## src/rtl/riscv_mc_datapath_hs_if.sv

```systemverilog
// riscv_mc_datapath_hs_if: request/ready memory port between datapath (master) and memory (slave)
interface riscv_mc_datapath_hs_if #(parameter int XLEN = 32);
  logic            mem_req;
  logic            mem_we;
  logic [XLEN-1:0] mem_addr;
  logic [XLEN-1:0] mem_wdata;
  logic [XLEN-1:0] mem_rdata;
  logic            mem_ready;
  modport master (output mem_req, mem_we, mem_addr, mem_wdata, input mem_rdata, mem_ready);
  modport slave  (input mem_req, mem_we, mem_addr, mem_wdata, output mem_rdata, mem_ready);
endinterface

```

## src/rtl/riscv_mc_datapath_hs.sv

```systemverilog
// riscv_mc_datapath_hs: multicycle RISC-V datapath with handshaked memory access FSM
// DP_STALL_CNT_EN adds a saturating memory wait-cycle counter on stall_cnt
module riscv_mc_datapath_hs #(
  parameter int XLEN = 32,
  parameter int NREG = 32,
  parameter logic [XLEN-1:0] RESET_PC = '0
) (
  input  logic        clk,
  input  logic        rst,
  input  logic        pc_write,
  input  logic        adr_src,
  input  logic        mem_access,
  input  logic        mem_write,
  input  logic        ir_write,
  input  logic        reg_write,
  input  logic [1:0]  result_src,
  input  logic [1:0]  alu_src_a,
  input  logic [1:0]  alu_src_b,
  input  logic [2:0]  alu_control,
  input  logic [2:0]  imm_src,
  riscv_mc_datapath_hs_if.master mem,
  output logic        mem_done,
  output logic [6:0]  op,
  output logic [2:0]  func3,
  output logic        func7,
  output logic        zero,
  output logic        neg,
  output logic [31:0] stall_cnt
);
  localparam int AW = $clog2(NREG);
  localparam int SW = $clog2(XLEN);
  typedef enum logic [1:0] {IDLE, BUSY, DONE} state_t;
  state_t state_q, state_d;
  logic [XLEN-1:0] pc_q, pc_d, oldpc_q, oldpc_d, mdr_q, mdr_d;
  logic [XLEN-1:0] a_q, a_d, b_q, b_d, aluout_q, aluout_d;
  logic [XLEN-1:0] haddr_q, haddr_d, hwdata_q, hwdata_d;
  logic            hwe_q, hwe_d;
  logic [31:0]     ir_q, ir_d;
  logic [XLEN-1:0] rf_q [NREG];
  logic [XLEN-1:0] rf_d [NREG];
  logic [AW-1:0]   rs1, rs2, rd;
  logic [XLEN-1:0] rd1, rd2, imm_ext, src_a, src_b, alu_result, result;
  logic            busy, fire;
  assign rs1 = ir_q[15 +: AW];
  assign rs2 = ir_q[20 +: AW];
  assign rd  = ir_q[7 +: AW];
  assign rd1 = rs1 == '0 ? '0 : rf_q[rs1];
  assign rd2 = rs2 == '0 ? '0 : rf_q[rs2];
  assign op    = ir_q[6:0];
  assign func3 = ir_q[14:12];
  assign func7 = ir_q[30];
  always_comb begin
    case (imm_src)
      3'd0:    imm_ext = {{(XLEN-12){ir_q[31]}}, ir_q[31:20]};
      3'd1:    imm_ext = {{(XLEN-12){ir_q[31]}}, ir_q[31:25], ir_q[11:7]};
      3'd2:    imm_ext = {{(XLEN-12){ir_q[31]}}, ir_q[7], ir_q[30:25], ir_q[11:8], 1'b0};
      3'd3:    imm_ext = {{(XLEN-31){ir_q[31]}}, ir_q[30:12], 12'b0};
      3'd4:    imm_ext = {{(XLEN-20){ir_q[31]}}, ir_q[19:12], ir_q[20], ir_q[30:21], 1'b0};
      default: imm_ext = '0;
    endcase
  end
  assign src_a = alu_src_a == 2'd0 ? pc_q : alu_src_a == 2'd1 ? oldpc_q : alu_src_a == 2'd2 ? a_q : '0;
  assign src_b = alu_src_b == 2'd0 ? b_q : alu_src_b == 2'd1 ? imm_ext :
                 alu_src_b == 2'd2 ? XLEN'(4) : '0;
  always_comb begin
    case (alu_control)
      3'b000:  alu_result = src_a + src_b;
      3'b001:  alu_result = src_a - src_b;
      3'b010:  alu_result = src_a & src_b;
      3'b011:  alu_result = src_a | src_b;
      3'b100:  alu_result = {{(XLEN-1){1'b0}}, $signed(src_a) < $signed(src_b)};
      3'b101:  alu_result = src_a ^ src_b;
      3'b110:  alu_result = {{(XLEN-1){1'b0}}, src_a < src_b};
      default: alu_result = src_a >> src_b[SW-1:0];
    endcase
  end
  assign zero = alu_result == '0;
  assign neg  = alu_result[XLEN-1];
  assign result = result_src == 2'd0 ? aluout_q : result_src == 2'd1 ? mdr_q :
                  result_src == 2'd2 ? alu_result : imm_ext;
  assign busy = state_q == BUSY;
  assign fire = busy && mem.mem_ready;
  always_comb begin
    state_d  = state_q == IDLE ? (mem_access ? BUSY : IDLE) : busy ? (mem.mem_ready ? DONE : BUSY) : IDLE;
    haddr_d  = haddr_q;
    hwdata_d = hwdata_q;
    hwe_d    = hwe_q;
    if (state_q == IDLE && mem_access) begin
      haddr_d  = adr_src ? result : pc_q;
      hwdata_d = b_q;
      hwe_d    = mem_write;
    end
    pc_d     = pc_write ? result : pc_q;
    mdr_d    = fire ? mem.mem_rdata : mdr_q;
    ir_d     = fire && ir_write ? mem.mem_rdata[31:0] : ir_q;
    oldpc_d  = fire && ir_write ? pc_q : oldpc_q;
    a_d      = rd1;
    b_d      = rd2;
    aluout_d = alu_result;
    rf_d     = rf_q;
    if (reg_write && rd != '0) rf_d[rd] = result;
  end
  always_ff @(posedge clk or negedge rst) begin
    if (!rst) begin
      state_q <= IDLE;
      pc_q    <= RESET_PC;
      {oldpc_q, mdr_q, a_q, b_q, aluout_q, haddr_q, hwdata_q} <= '0;
      ir_q    <= '0;
      hwe_q   <= 1'b0;
      for (int i = 0; i < NREG; i++) rf_q[i] <= '0;
    end else begin
      state_q  <= state_d;
      pc_q     <= pc_d;
      oldpc_q  <= oldpc_d;
      mdr_q    <= mdr_d;
      ir_q     <= ir_d;
      a_q      <= a_d;
      b_q      <= b_d;
      aluout_q <= aluout_d;
      haddr_q  <= haddr_d;
      hwdata_q <= hwdata_d;
      hwe_q    <= hwe_d;
      rf_q     <= rf_d;
    end
  end
  assign mem.mem_req   = busy;
  assign mem.mem_we    = busy && hwe_q;
  assign mem.mem_addr  = haddr_q;
  assign mem.mem_wdata = hwdata_q;
  assign mem_done      = state_q == DONE;
`ifdef DP_STALL_CNT_EN
  logic [31:0] stall_q, stall_d;
  assign stall_d = busy && !mem.mem_ready && stall_q != '1 ? stall_q + 32'd1 : stall_q;
  always_ff @(posedge clk or negedge rst) begin
    if (!rst) stall_q <= '0;
    else stall_q <= stall_d;
  end
  assign stall_cnt = stall_q;
`else
  assign stall_cnt = '0;
`endif
endmodule

```

## src/flat_wrapper.sv

```systemverilog
// flat-port wrapper written by rule: the top's interface ports become plain ports
module riscv_mc_datapath_hs_flat 
#(
  parameter int XLEN = 32,
  parameter int NREG = 32,
  parameter logic [XLEN-1:0] RESET_PC = '0
)
  (clk, rst, pc_write, adr_src, mem_access, mem_write, ir_write, reg_write, result_src, alu_src_a, alu_src_b, alu_control, imm_src, mem_done, op, func3, func7, zero, neg, stall_cnt, mem_mem_req, mem_mem_we, mem_mem_addr, mem_mem_wdata, mem_mem_rdata, mem_mem_ready);
  riscv_mc_datapath_hs_if #(.XLEN(XLEN)) mem_i ();
  input  logic clk;
  input  logic rst;
  input  logic pc_write;
  input  logic adr_src;
  input  logic mem_access;
  input  logic mem_write;
  input  logic ir_write;
  input  logic reg_write;
  input  logic [1:0] result_src;
  input  logic [1:0] alu_src_a;
  input  logic [1:0] alu_src_b;
  input  logic [2:0] alu_control;
  input  logic [2:0] imm_src;
  output logic mem_done;
  output logic [6:0] op;
  output logic [2:0] func3;
  output logic func7;
  output logic zero;
  output logic neg;
  output logic [31:0] stall_cnt;
  output wire logic [$bits(mem_i.mem_req)-1:0] mem_mem_req;
  output wire logic [$bits(mem_i.mem_we)-1:0] mem_mem_we;
  output wire logic [$bits(mem_i.mem_addr)-1:0] mem_mem_addr;
  output wire logic [$bits(mem_i.mem_wdata)-1:0] mem_mem_wdata;
  input wire logic [$bits(mem_i.mem_rdata)-1:0] mem_mem_rdata;
  input wire logic [$bits(mem_i.mem_ready)-1:0] mem_mem_ready;
  assign mem_mem_req = mem_i.mem_req;
  assign mem_mem_we = mem_i.mem_we;
  assign mem_mem_addr = mem_i.mem_addr;
  assign mem_mem_wdata = mem_i.mem_wdata;
  assign mem_i.mem_rdata = mem_mem_rdata;
  assign mem_i.mem_ready = mem_mem_ready;
  riscv_mc_datapath_hs #(.XLEN(XLEN), .NREG(NREG), .RESET_PC(RESET_PC)) u_core (.clk(clk), .rst(rst), .pc_write(pc_write), .adr_src(adr_src), .mem_access(mem_access), .mem_write(mem_write), .ir_write(ir_write), .reg_write(reg_write), .result_src(result_src), .alu_src_a(alu_src_a), .alu_src_b(alu_src_b), .alu_control(alu_control), .imm_src(imm_src), .mem(mem_i), .mem_done(mem_done), .op(op), .func3(func3), .func7(func7), .zero(zero), .neg(neg), .stall_cnt(stall_cnt));
endmodule
```

## config.mk

```make
export PLATFORM = sky130hd
export DESIGN_NAME = riscv_mc_datapath_hs_flat
export DESIGN_NICKNAME = d
export VERILOG_FILES = /design/src/rtl/riscv_mc_datapath_hs_if.sv /design/src/rtl/riscv_mc_datapath_hs.sv /design/src/flat_wrapper.sv
export SDC_FILE = /design/constraint.sdc
export NUM_CORES = 2
export LEC_CHECK = 0
export BUFFER_PORTS_ARGS = -buffer_cell sky130_fd_sc_hd__buf_2
export CAP_MARGIN = 15
export CORE_AREA = 2 2 427 429
export DETAILED_ROUTE_END_ITERATION = 7
export DIE_AREA = 0 0 429 431
export PLACE_DENSITY = 0.52
export SLEW_MARGIN = 30
export SYNTH_ARGS = -nofsm -noshare
export SYNTH_HDL_FRONTEND = slang
export SYNTH_SLANG_ARGS = --single-unit
```

## constraint.sdc

```tcl
create_clock -name clk -period 13.1 [get_ports clk]
set_input_delay 1.965 -clock clk [delete_from_list [all_inputs] [get_ports clk]]
set_output_delay 1.965 -clock clk [all_outputs]
set_load 0.02 [all_outputs]
```

==> results.txt <==
Number of sinks on the clock net: 1,315
Insertion delay of the later-clocked pin in the worst-skew pair: 0.83 ns
Count of buffers added by post-CTS timing repair for setup: 0
Post-cts repair resize count: 0
Number of cells on the worst reg-to-reg path: 15
Post-Syn Area per Cell: 11.0 µm²
Clock transition time at the flip-flop clock pins of the worst setup and hold paths: 0.06 ns
Critical Path Slowest Stage Cell: nor2b_2
First-pass GRT wire length: 403,000 µm
Iteration count of the initial detailed-routing pass: 6
WL met2: 130,000 µm
Category of the worst setup path launch point: input pin
Post-Syn Instances: 6,533
Leak pwr: 34.9 nW
Number of rows in the core area: 156
Max Cap Viol: 0
Number of I/O pins: 165
Final slew viol count: 0
Data arrival time of the worst path: 8.77 ns
Die Footprint: 185,000 µm²
Sum of negative setup slack: 0 ns
Element type at the critical path end: primary output
Largest net degree at the start of global routing: 175
Clock tree buffer depth: 3
Worst setup path category: in -> out
Number of distinct library cell variants in the gate-level netlist after synthesis: 102
Critical Path End: zero
Cell area after layout: 79,500 µm²
Run status: completed
Post-synth EDFFs: 0
GRT Overall Usage: 0.303
Area of the multi-input gates: 36,200 µm²
Share of synthesized registers carrying an async set or reset: 1.00
Number of antenna-violating nets in the routed design: 0
Post-synthesis instance area: 71,900 µm²
Via count of the first global-routing pass: 53,600
Overall power of the completed layout: 20.8 mW
Critical path origin: alu_src_a[1]
Pwr per Cell Area: 261 nW/µm²
Placeable core region: 180,000 µm²
Clock period minus worst slack: 10.74 ns
Max Clk Rate: 0.0931 GHz
Initial antenna violation count: 13
Critical register-to-register path startpoint: u_core.ir_q[21]$_DFFE_PN0P_
Total met3 wirelength after detailed routing: 17,200 µm
Area growth from synthesis to layout: 10.6%
Register-to-register setup slack: 6.01 ns
Destination of the worst register-to-register timing path: u_core.rf_q[637]$_DFFE_PN0P_
DRC viols: 0
Number of failing hold endpoints at the final stage: 0
Remaining global-route overflow: 0
Number of design-rule violations left by the first detailed-router iteration: 5,423
Final Routed Wirelength: 280,000 µm
Commonest cells after routing, fill and taps aside: 1,305 x dfrtp_1, 1,088 x nand2_1, 934 x o21ai_0
Wirelength per Cell: 31.8 µm
Met1 Routed Length: 115,000 µm
Sequential fraction of the synthesis area: 0.458
Worst Max-Slew Pin Slew: 1.03 ns
Largest vdd supply drop: 0.159 mV
Placed standard-cell area: 74,500 µm²
Drt via density: 6.13
Leading cell type in the layout, fill and taps excluded: dfrtp_1
DP Wirelength: 180,000 µm
Number of nets in the final layout: 6,462
Input/output buffers: 132
Fraction of final layout cells with drive strength greater than 1: 0.231
Root Buffer: clkbuf_16
Clock buffers created by TritonCTS: 148
Number of synthesized register bits: 1,315
H-tree levels: 4
Chip width: 429 µm
Yosys warns: 0
Clock tree skew after final layout: 0.0384 ns
Fill cell instance count of the final layout: 16,900
Synth Flop Type: dfrtp_1
Worst path max stage delay: 0.92 ns
Clock tree from TritonCTS: done
CP Cell Sequence: buf_2 > buf_4 > nor2b_2 > buf_4 > o2bb2ai_1 > inv_1 > ha_1 > or2_1 > a211oi_1 > nor3_1 > or4b_1 > a21oi_1 > a31oi_1 > a2111oi_0 > a41oi_1 > or2_2 > nor4_2 > nand4_1 > nor3_2 > buf_2
Unrepaired setup endpoints after global routing: no
Crit path buffers/inverters: 5
Final Cycle Share: 0.820
Instance count on the critical path: 20
Number of vias in the routed layout: 53,900
Routability Congestion: 1.01
Kind of cell adding the most delay to the critical path: simple AND/OR/NAND/NOR gates
Cts hold-fix bufs: 0
Maximum net fanout on the critical path: 33
Required time reported for the critical path endpoint: 11.14 ns
Area taken by flip-flops and latches: 32,900 µm²
Uppermost metal layer occupied by signal nets: met5
Classification of the worst-slack hold path: reg -> reg
Initial Utilization: 0.399
Max_slew headroom: 0.309
Die Ht: 431 µm
Count of endpoints failing setup in the final report: 0
==> flip-flops by register name (all words and copies together) (netlist names) <==
name / count
u_core.state_q: 2
u_core.rf_q: 1024
u_core.mem.mem_wdata: 32
u_core.aluout_q: 32
u_core.mdr_q: 32
u_core.pc_q: 32
u_core.mem.mem_addr: 32
u_core.a_q: 32
u_core.hwe_q: 1
u_core.b_q: 32
u_core.oldpc_q: 32
u_core.ir_q: 32
==> synthesized netlist by cell type, types with 12 or more instances <==
cell type / instances / area [µm²]
dfrtp_1: 1315 / 32900
nand2_1: 1115 / 4190
o21ai_0: 952 / 4760
mux4_2: 558 / 12600
clkbuf_1: 506 / 1900
mux2_2: 295 / 3320
mux2i_1: 251 / 2510
nor2_1: 208 / 781
a21oi_1: 189 / 946
inv_1: 131 / 492
ha_1: 100 / 1250
buf_1: 97 / 364
o21ai_1: 70 / 350
nor3_1: 60 / 300
a211oi_1: 59 / 443
o22ai_1: 55 / 344
buf_4: 44 / 330
nand3_1: 40 / 200
a221oi_1: 36 / 315
buf_2: 34 / 170
o221ai_1: 33 / 289
o2bb2ai_1: 29 / 254
nor2b_1: 28 / 175
a211o_1: 23 / 201
a31oi_1: 18 / 113
nand2b_1: 14 / 87.6
o211ai_1: 14 / 105
and2_1: 13 / 81.3
a22oi_1: 12 / 90.1
nor4_1: 12 / 75.1
==> through the flow <==
stage / hold WS [ns] / instances / utilization / setup slack (ns)
4_1_cts: 0.397 / 8793 / 0.441 / 2.49
3_3_place_gp: 0.376 / 8524 / 0.413 / 2.53
5_1_grt: 0.410 / 8796 / 0.441 / 2.11
6_report: 0.397 / 8799 / 0.441 / 2.36
2_1_floorplan: 0.431 / 6564 / - / 4.71
3_5_place_dp: 0.384 / 8525 / 0.414 / 2.50
==> cell families after synthesis <==
kind of cell	Yosys count	synth area share
AOI/OAI and AO/OA	1607	0.129
xor gates and xnor gates	7	0.000853
adders and majority gates	102	0.0180
buffers and inverters	825	0.0468
DFF	1315	0.458
muxes	1110	0.257
other	1	0.0000522
and+or+nand+nor	1566	0.0900
==> layer usage <==
metal / GRT usage / up-vias
met2: 0.481 / 2076
met1: 0.399 / 28100
met4: 0.166 / 2
li1: - / 23200
met5: 0 / -
met3: 0.0479 / 542
==> final cells by class <==
class,count,share of cell area
clock buffers,219,0.0544
clock inverters,49,0.00707
well taps,2370,0.0373
inverters,137,0.00648
repair buffers,281,0.0250
flip-flops and latches,1315,0.414
multi-input cells,4424,0.455
diodes,4,0.000126
==> how the worst min path moves through the flow <==
stage | startpoint | endpoint | slack, ns | cells after the start
after floorplan | u_core.b_q[0]$_DFF_PN0_ | u_core.mem.mem_wdata[0]$_DFFE_PN0P_ | 0.43 | 2
after global placement | u_core.rf_q[1006]$_DFFE_PN0P_ | u_core.rf_q[1006]$_DFFE_PN0P_ | 0.38 | 0
after detailed placement | u_core.rf_q[1017]$_DFFE_PN0P_ | u_core.rf_q[1017]$_DFFE_PN0P_ | 0.38 | 0
after global routing | u_core.rf_q[1017]$_DFFE_PN0P_ | u_core.rf_q[1017]$_DFFE_PN0P_ | 0.41 | 0
final | u_core.rf_q[997]$_DFFE_PN0P_ | u_core.rf_q[997]$_DFFE_PN0P_ | 0.40 | 0
after CTS | u_core.rf_q[1016]$_DFFE_PN0P_ | u_core.rf_q[1016]$_DFFE_PN0P_ | 0.40 | 0
==> report_power, final <==
group	internal, mW	total, mW	leakage, nW	switching [mW]
sequential	5.67	7.23	17.2	1.56
combinational	3.96	9.29	15.4	5.32
clock	2.47	4.26	2.40	1.79
No activity file was read; power rests on OpenSTA's default activity.
